--- src/rtl/uart_pkg.sv ---
// Shared definitions for the 64-bit UART transmit path: FSM encodings, frame geometry
// and the baud-divider helper.
package uart_pkg;

  localparam int BYTES_PER_WORD = 8;
  localparam int DATA_BITS      = 8;

  // Per-byte frame engine states.
  typedef enum logic [2:0] {
    S_IDLE,
    S_START,
    S_DATA,
    S_PARITY,
    S_STOP
  } tx_state_e;

  // Word-level sequencer states.
  typedef enum logic [1:0] {
    W_IDLE,
    W_SEND,
    W_DONE
  } word_state_e;

  function automatic int calc_baud_div(input int clk_freq, input int baud_rate);
    return clk_freq / baud_rate;
  endfunction

endpackage

--- src/rtl/uart_tx_byte.sv ---
// Single-byte UART frame engine (start, 8 data bits LSB first, optional even parity, stop).
// Parity bit is present when UART_TX_PARITY_EN is defined; the default build is 8N1.
module uart_tx_byte
  import uart_pkg::*;
#(
  parameter int BAUD_DIV = 434
) (
  input  logic       clk,
  input  logic       rst,
  input  logic [7:0] byte_i,
  input  logic       byte_valid_i,
  output logic       byte_ready_o,
  output logic       txd_o,
  output logic       frame_end_o
);

  localparam int CNT_W = $clog2(BAUD_DIV);

  tx_state_e        state_q, state_d;
  logic [CNT_W-1:0] baud_cnt_q, baud_cnt_d;
  logic [2:0]       bit_cnt_q, bit_cnt_d;
  logic [7:0]       data_q, data_d;
  logic             txd_q, txd_d;
  logic             bit_end;
`ifdef UART_TX_PARITY_EN
  logic             parity_q, parity_d;
`endif

  always_comb begin
    // NOTE: every variable gets a default first so no path can infer a latch.
    state_d    = state_q;
    bit_cnt_d  = bit_cnt_q;
    data_d     = data_q;
`ifdef UART_TX_PARITY_EN
    parity_d   = parity_q;
`endif
    bit_end    = (baud_cnt_q == CNT_W'(BAUD_DIV - 1));
    baud_cnt_d = (state_q == S_IDLE || bit_end) ? '0 : baud_cnt_q + 1'b1;

    frame_end_o  = (state_q == S_STOP) && bit_end;
    // Accepting on the last stop cycle lets back-to-back bytes leave no idle gap.
    byte_ready_o = (state_q == S_IDLE) || frame_end_o;

    case (state_q)
      S_IDLE: ;
      S_START: begin
        if (bit_end) begin
          state_d   = S_DATA;
          bit_cnt_d = '0;
        end
      end
      S_DATA: begin
        if (bit_end) begin
          data_d = {1'b0, data_q[7:1]};
          if (bit_cnt_q == 3'(DATA_BITS - 1)) begin
`ifdef UART_TX_PARITY_EN
            state_d = S_PARITY;
`else
            state_d = S_STOP;
`endif
          end else begin
            bit_cnt_d = bit_cnt_q + 3'd1;
          end
        end
      end
`ifdef UART_TX_PARITY_EN
      S_PARITY: if (bit_end) state_d = S_STOP;
`endif
      S_STOP:  if (bit_end) state_d = S_IDLE;
      default: state_d = S_IDLE;
    endcase

    if (byte_valid_i && byte_ready_o) begin
      state_d   = S_START;
      bit_cnt_d = '0;
      data_d    = byte_i;
`ifdef UART_TX_PARITY_EN
      parity_d  = ^byte_i;
`endif
    end

    // The line level is registered from the next state so the pin never glitches.
    case (state_d)
      S_START:  txd_d = 1'b0;
      S_DATA:   txd_d = data_d[0];
`ifdef UART_TX_PARITY_EN
      S_PARITY: txd_d = parity_d;
`endif
      default:  txd_d = 1'b1;
    endcase
  end

  // NOTE: sequential state uses non-blocking assignments so all registers update together.
  always_ff @(posedge clk) begin
    if (rst) begin
      state_q    <= S_IDLE;
      baud_cnt_q <= '0;
      bit_cnt_q  <= '0;
      data_q     <= '0;
      txd_q      <= 1'b1;
`ifdef UART_TX_PARITY_EN
      parity_q   <= 1'b0;
`endif
    end else begin
      state_q    <= state_d;
      baud_cnt_q <= baud_cnt_d;
      bit_cnt_q  <= bit_cnt_d;
      data_q     <= data_d;
      txd_q      <= txd_d;
`ifdef UART_TX_PARITY_EN
      parity_q   <= parity_d;
`endif
    end
  end

  assign txd_o = txd_q;

endmodule

--- src/rtl/uart_tx_64.sv ---
// 64-bit word UART transmitter: one word per valid/ready handshake, sent MSB byte first.
// Define UART_TX_PARITY_EN for 8E1 frames (must match the receive side).
module uart_tx_64
  import uart_pkg::*;
#(
  parameter int CLK_FREQ  = 50_000_000,
  parameter int BAUD_RATE = 115_200
) (
  input  logic        clk,
  input  logic        rst,
  input  logic [63:0] data_64,
  input  logic        data_64_valid,
  output logic        data_64_ready,
  output logic        uart_txd,
  output logic        tx_busy,
  output logic        tx_done
);

  localparam int BAUD_DIV = calc_baud_div(CLK_FREQ, BAUD_RATE);

  if (BAUD_DIV < 2) begin : g_bad_baud
    $error("uart_tx_64: BAUD_DIV = CLK_FREQ/BAUD_RATE must be at least 2");
  end

  word_state_e state_q, state_d;
  logic [63:0] shift_q, shift_d;
  logic [2:0]  byte_cnt_q, byte_cnt_d;
  logic [7:0]  byte_data;
  logic        byte_valid;
  logic        byte_ready;
  logic        frame_end;

  always_comb begin
    state_d    = state_q;
    shift_d    = shift_q;
    byte_cnt_d = byte_cnt_q;
    byte_valid = 1'b0;
    byte_data  = shift_q[63:56];

    case (state_q)
      W_IDLE: begin
        // Byte 0 goes straight from the input so its start bit follows acceptance.
        byte_valid = data_64_valid;
        byte_data  = data_64[63:56];
        if (data_64_valid) begin
          state_d    = W_SEND;
          shift_d    = {data_64[55:0], 8'h00};
          byte_cnt_d = '0;
        end
      end
      W_SEND: begin
        byte_valid = (byte_cnt_q != 3'(BYTES_PER_WORD - 1));
        if (byte_valid && byte_ready) begin
          shift_d    = {shift_q[55:0], 8'h00};
          byte_cnt_d = byte_cnt_q + 3'd1;
        end
        if (frame_end && byte_cnt_q == 3'(BYTES_PER_WORD - 1)) state_d = W_DONE;
      end
      W_DONE:  state_d = W_IDLE;
      default: state_d = W_IDLE;
    endcase
  end

  always_ff @(posedge clk) begin
    if (rst) begin
      state_q    <= W_IDLE;
      shift_q    <= '0;
      byte_cnt_q <= '0;
    end else begin
      state_q    <= state_d;
      shift_q    <= shift_d;
      byte_cnt_q <= byte_cnt_d;
    end
  end

  uart_tx_byte #(
    .BAUD_DIV(BAUD_DIV)
  ) u_byte (
    .clk         (clk),
    .rst         (rst),
    .byte_i      (byte_data),
    .byte_valid_i(byte_valid),
    .byte_ready_o(byte_ready),
    .txd_o       (uart_txd),
    .frame_end_o (frame_end)
  );

  assign data_64_ready = (state_q == W_IDLE);
  assign tx_busy       = (state_q != W_IDLE);
  assign tx_done       = (state_q == W_DONE);

endmodule

--- config.mk ---
export PLATFORM = sky130hd
export DESIGN_NAME = uart_tx_64
export DESIGN_NICKNAME = d
export VERILOG_FILES = /design/src/rtl/uart_pkg.sv /design/src/rtl/uart_tx_byte.sv /design/src/rtl/uart_tx_64.sv
export SDC_FILE = /design/constraint.sdc
export NUM_CORES = 1
export LEC_CHECK = 0
export BUFFER_PORTS_ARGS = -buffer_cell sky130_fd_sc_hd__buf_2
export CORE_ASPECT_RATIO = 0.9
export CORE_MARGIN = 3
export CORE_UTILIZATION = 55
export CTS_CLUSTER_SIZE = 24
export DETAILED_ROUTE_END_ITERATION = 16
export PLACE_DENSITY = 0.79
export SLEW_MARGIN = 10
export SYNTH_ARGS = -nofsm -noshare
export SYNTH_HDL_FRONTEND = slang
export SYNTH_SLANG_ARGS = --single-unit
--- constraint.sdc ---
create_clock -name clk -period 5.35 [get_ports clk]
set_input_delay 0.8025 -clock clk [delete_from_list [all_inputs] [get_ports clk]]
set_output_delay 0.8025 -clock clk [all_outputs]
set_load 0.005 [all_outputs]
=== Word level (Yosys, flattened, before mapping) ===
Index checks and enable logic that the tools add are counted.

* Multiplexer cells: 25
* Eq/ne operators: 17
* Reduce and logical (&&, ||, !) cells: 19
* $add $sub $neg: 3

{| class="wikitable"
|+ Operators by type and width
! kind !! number
|-
| two-way mux 64 bit || 2
|-
| one-hot mux 64 bit (2 select lines) || 1
|-
| two-way mux 8 bit || 4
|-
| two-way mux 3 bit || 10
|-
| one-hot mux 3 bit (2 select lines) || 2
|-
| one-hot mux 3 bit (4 select lines) || 1
|-
| nonzero test 2 bit || 5
|-
| adder 9 x 1 -> 9 bit (second input constant) || 1
|-
| equality test 3 bit (second input constant) || 3
|-
| equality test 9 bit (second input constant) || 1
|-
| != test 2 bit (second input constant) || 4
|-
| adder 3 x 1 -> 3 bit (second input constant) || 2
|-
| equality test 3 x 1 -> 1 bit (second input constant) || 2
|-
| equality test 3 x 2 -> 1 bit (second input constant) || 2
|-
| logical AND 1 bit || 4
|-
| two-way mux 2 bit || 2
|-
| != test 2 x 1 -> 1 bit (second input constant) || 2
|-
| one-hot mux 1 bit (2 select lines) || 2
|-
| one-hot mux 2 bit (2 select lines) || 1
|-
| AND reduction 2 bit || 2
|-
| AND reduction 4 bit || 1
|-
| OR reduction 2 bit || 2
|-
| logical NOT 3 bit || 1
|-
| != test 3 bit (second input constant) || 1
|-
| 5 further kinds || 6
|}

* Flip-flop bits (word level): 93
* Bits of input ports: 67
* Logic and storage cells: 73
* Output and inout bits: 4

=== Longest topological paths before layout ===
* Depth in word-level cells: 7
* Mapped depth: 9
* Depth with buffers taken out: 7

=== By module ===
Synthesis repeated with hierarchy kept, for this count alone.

* Cell total of the unflattened synthesis: 413
* Area total of the unflattened synthesis: 4046.4 µm²

{| class="wikitable"
|+ By module, submodules not included
! module !! cells an instance !! seq. area each (µm²) !! times used !! area each (µm²)
|-
| uart_tx_64 || 279 || 1221.2 || 1 || 2886.5
|-
| uart_tx_byte || 134 || 480.5 || 1 || 1159.9
|}

=== Worst setup path after synthesis ===
No wires, ideal clock.

* Path type: reg2reg
* Start: register u_byte.baud_cnt_q[1]
* End: register u_byte.txd_q, in the netlist u_byte.txd_o
* Buffers on the path: 1
* Data arrival time: 1.862 ns
* Data required time: 5.230 ns
* Stages on the path, launching flop included: 9
* Slack: 3.368 ns
* Period minus slack after synthesis: 1.982 ns
* Library setup time: 0.120 ns
* Path through: dfxtp_1 -> inv_1 -> ha_1 -> and4b_1 -> buf_6 -> nand3_4 -> mux2_4 -> or3_1 -> a211o_1

* Cells in the longest elaborated chain, start to end: 7
* Elaborated cells between the ends (all ways): 15
* Classes of those cells: eq/ne: 3; mux: 9; reduce/logical: 3

{| class="wikitable"
|+ Ends and longest elaborated chain
! item !! line !! text
|-
| from (decl) || uart_tx_byte.sv:20 || <nowiki>logic [CNT_W-1:0] baud_cnt_q, baud_cnt_d;</nowiki>
|-
| from (signal assigned) || uart_tx_byte.sv:106 || <nowiki>baud_cnt_q <= baud_cnt_d;</nowiki>
|-
| equality test 9 bit * || uart_tx_byte.sv:37 || <nowiki>bit_end = (baud_cnt_q == CNT_W'(BAUD_DIV - 1));</nowiki>
|-
| branches (longest 5 deep; another with one-hot mux 3 bit (4 select lines)) || -- ||
|-
| one-hot mux 1 bit (2 select lines) * || uart_tx_byte.sv:83 || <nowiki>case (state_d)</nowiki>
|-
| to (signal assigned) || uart_tx_byte.sv:109 || <nowiki>txd_q <= txd_d;</nowiki>
|-
| to (decl) || uart_tx_byte.sv:23 || <nowiki>logic txd_q, txd_d;</nowiki>
|}

Every way passes the cells marked *. The select of a mux whose other input is x is not followed.
A chain may end at the register's enable or synchronous reset.

=== Final worst setup path ===
* Start: register state_q[0]
* End: register shift_q[40]

* Cells in the longest elaborated chain, start to end: 3
* Elaborated cells between the ends (all ways): 7
* Classes of those cells: eq/ne: 3; mux: 1; reduce/logical: 3

{| class="wikitable"
|+ Ends and longest elaborated chain
! item !! line !! text
|-
| from (decl) || uart_tx_64.sv:25 || <nowiki>word_state_e state_q, state_d;</nowiki>
|-
| from (signal assigned) || uart_tx_64.sv:70 || <nowiki>state_q <= state_d;</nowiki>
|-
| equality test 2 x 1 -> 1 bit or logical NOT 2 bit (tied branches) || uart_tx_64.sv:40 || <nowiki>case (state_q)</nowiki>
|-
| != test 2 bit (no source line) or nonzero test 2 bit (tied branches) || -- ||
|-
| AND reduction 3 bit (no source line) || -- ||
|-
| to (signal assigned) || uart_tx_64.sv:71 || <nowiki>shift_q <= shift_d;</nowiki>
|-
| to (decl) || uart_tx_64.sv:26 || <nowiki>logic [63:0] shift_q, shift_d;</nowiki>
|}

Several ways; a longest one is shown, not always the timed one.

==> results_dict.tcl <==
set metrics [dict create \
    status "finished, final reports clean" \
    port_buffers 70 \
    cp-start-kind "register" \
    grt_max_degree 107 \
    diodes 0 \
    fin_setup_tns_ns 0 \
    antenna_found_initial 0 \
    rsz0062_at_grt "no" \
    cts_max_path_buffers 2 \
    holdPathStages 2 \
    drv_cap 0 \
    crit_arrival_ns 3.43 \
    slew_viol_final 0 \
    antenna_left 0 \
    power.switching_uw 375 \
    final_nets 586 \
    r2r_start "state_q[0]$_SDFFE_PP0P_" \
    swShare 0.250 \
    crit_path_start "state_q[0]$_SDFFE_PP0P_" \
    synth_cells 468 \
    synth_area_leader_cell "dfxtp_1" \
    max_freq_mhz 313 \
    viasPerCell 5.56 \
    r2r_end "shift_q[40]$_SDFFE_PP0P_" \
    areaGrowthSynthToFinish_pct 15.4 \
    place_inst 592 \
    critPathMaxFanout 106 \
    cts_buffers 9 \
    yosysWarnings 0 \
    coreArea_sq_mm 0.00666 \
    die_area_sq_mm 0.00795 \
    cts_resized 0 \
    rows 28 \
    ys_ff_latch 85 \
    grt_pass1_vias 3205 \
    r2r.worst_path.cells 6 \
    r2r_slack_ns 2.15 \
    crit_required_ns 5.58 \
    post-synth-top-area-fraction 0.447 \
    syn_nets 541 \
    synth_area_per_cell_sq_um 8.13 \
    hp-class "register to register" \
    crit_path_end "shift_q[40]$_SDFFE_PP0P_" \
    final_common_cell "nand2_1" \
    path_class "register to register" \
    clk_pin_slew_ns 0.08 \
    gp_congestion 0.789 \
    pwr-share-comb 0.137 \
    power_frac_seq 0.479 \
    drt_first_iter_violations 274 \
    dieHeight_um 84.9 \
    layout_common_cells "116 x nand2_1, 85 x dfxtp_1, 70 x buf_2" \
    fin_skew_ns 0.00858 \
    track_usage 0.219 \
    synth.area.top_cells "dfxtp_1 45%, nand2_1 11%, a311oi_1 11%, nor2_1 6.0%, a211oi_1 2.6%" \
    peakVddDrop_mv 0.199 \
    p_clk_frac 0.384 \
    fin_cells 607 \
    cts_tree "done" \
    tightest_slew_ns 1.08 \
    vias 3373 \
    clk_root_buffer_cell "clkbuf_8" \
    drive_gt1_frac 0.186 \
    p_per_area_mw_per_mm2 342 \
    period_share 0.598 \
    wirelength_um 8390 \
    hpwl_um 5570 \
    synth_seq_area_share 0.447 \
    max-slew-margin-rel 0.279 \
    min_period_ns 3.20 \
    hold_viol_final 0 \
    start_util 0.572 \
    finalSetupViolCount 0 \
    synth_area_sq_mm 0.00380 \
    drcViolationCount 0 \
    clock_latency_ns 0.34 \
    p_int_uw 1130 \
    die_w_um 93.7 \
    grt_pass1_wl_um 14100 \
    overflow 0 \
    p_leak_uw 0.00180 \
    wire_per_inst_um 13.8 \
    synth_cell_types 39 \
    cts.sinks 85 \
    cp-end-kind "register" \
    hold_buffers 0 \
    pin_count 71 \
    htree_levels 3 \
    post_cts.repair.setup_buffers 0 \
    dr.pass1.iters 4 \
]
flip-flops by register name, summed over array words and instances (netlist names):
signal             flops
u_byte.data_q          8
state_q                2
shift_q               56
u_byte.baud_cnt_q      9
u_byte.bit_cnt_q       3
u_byte.txd_o           1
byte_cnt_q             3
u_byte.state_q         3
metal layers:
| layer | up-vias | track usage | share of wire |
|---|---|---|---|
| li1 | 1738 | - | - |
| met1 | 1524 | 0.288 | 0.45 |
| met2 | 99 | 0.351 | 0.48 |
| met3 | 12 | 0.0541 | 0.059 |
| met4 | 0 | 0.0801 | 0.014 |
| met5 | - | 0 | 0 |
per-stage QoR:
step	util	worst slack, ns	cell area, sq um	hold WS [ns]	power (uW)
finish	0.660	2.15	4390	0.457	1500
global route	0.660	1.85	4390	0.474	1580
CTS	0.660	2.18	4390	0.458	1510
detailed placement	0.621	2.27	4130	0.448	937
global placement	0.621	2.41	4130	0.441	928
floorplan	-	3.37	3800	0.430	880
cells by family after synthesis:
| logic type | synth area share |
|---|---|
| adders and majority gates | 0.0197 |
| buffers and inverters | 0.0503 |
| xor gates and xnor gates | 0.0138 |
| and+or+nand+nor | 0.257 |
| AOI/OAI and AO/OA | 0.190 |
| muxes | 0.0227 |
| DFF | 0.447 |
critical path: stages, from the launching register on:
cell and delay [ns]:
dfxtp_1 0.44, nor2b_4 0.91, nand3b_1 0.30, o21ai_4 0.20, buf_4 0.75, nor2_1 0.09, a311oi_1 0.34
power groups by stage:
stage	Sequential, uW	Clock, uW	Combinational (uW)
CTS	719	584	205
global route	727	616	235
finish	719	576	205
floorplan	723	0	157
global placement	731	0	197
detailed placement	733	0	204
final cells by class:
cell class / instances / area (sq um)
Fill cell: 585 / 2260
Multi-Input combinational cell: 340 / 1930
Sequential cell: 85 / 1700
Timing Repair Buffer: 72 / 365
Clock inverter: 6 / 136
Clock buffer: 9 / 124
Tap cell: 90 / 113
Inverter: 5 / 18.8
worst min path at each step:
stage	slack (ns)	endpoint	start
after floorplan	0.43	u_byte.baud_cnt_q[0]$_SDFF_PP0_	u_byte.baud_cnt_q[0]$_SDFF_PP0_
after global placement	0.44	u_byte.baud_cnt_q[0]$_SDFF_PP0_	u_byte.baud_cnt_q[0]$_SDFF_PP0_
after detailed placement	0.45	shift_q[10]$_SDFFE_PP0P_	shift_q[10]$_SDFFE_PP0P_
after CTS	0.46	shift_q[10]$_SDFFE_PP0P_	shift_q[10]$_SDFFE_PP0P_
after global routing	0.47	shift_q[9]$_SDFFE_PP0P_	shift_q[9]$_SDFFE_PP0P_
final	0.46	shift_q[10]$_SDFFE_PP0P_	shift_q[10]$_SDFFE_PP0P_
synthesized netlist by cell type, drive strengths merged:
cell type and n:
and3 3, ha 6, o2111ai 1, nor3b 2, nand2 116, and4b 1, a21o 2, nor2 61
nand3b 1, o21a 1, a22oi 2, a211o 2, and2 1, a21oi 18, clkbuf 24, a31oi 1
mux2 2, o21ai 4, dfxtp 85, nor2b 9, mux2i 6, inv 5, a211oi 13, nand3 17
and4bb 1, buf 14, nor3 7, xnor2 4, or3 3, a311oi 49, a2111oi 1, nor4 1
nand2b 3, xor2 2
Note: power is estimated with default switching activity, not from simulation.
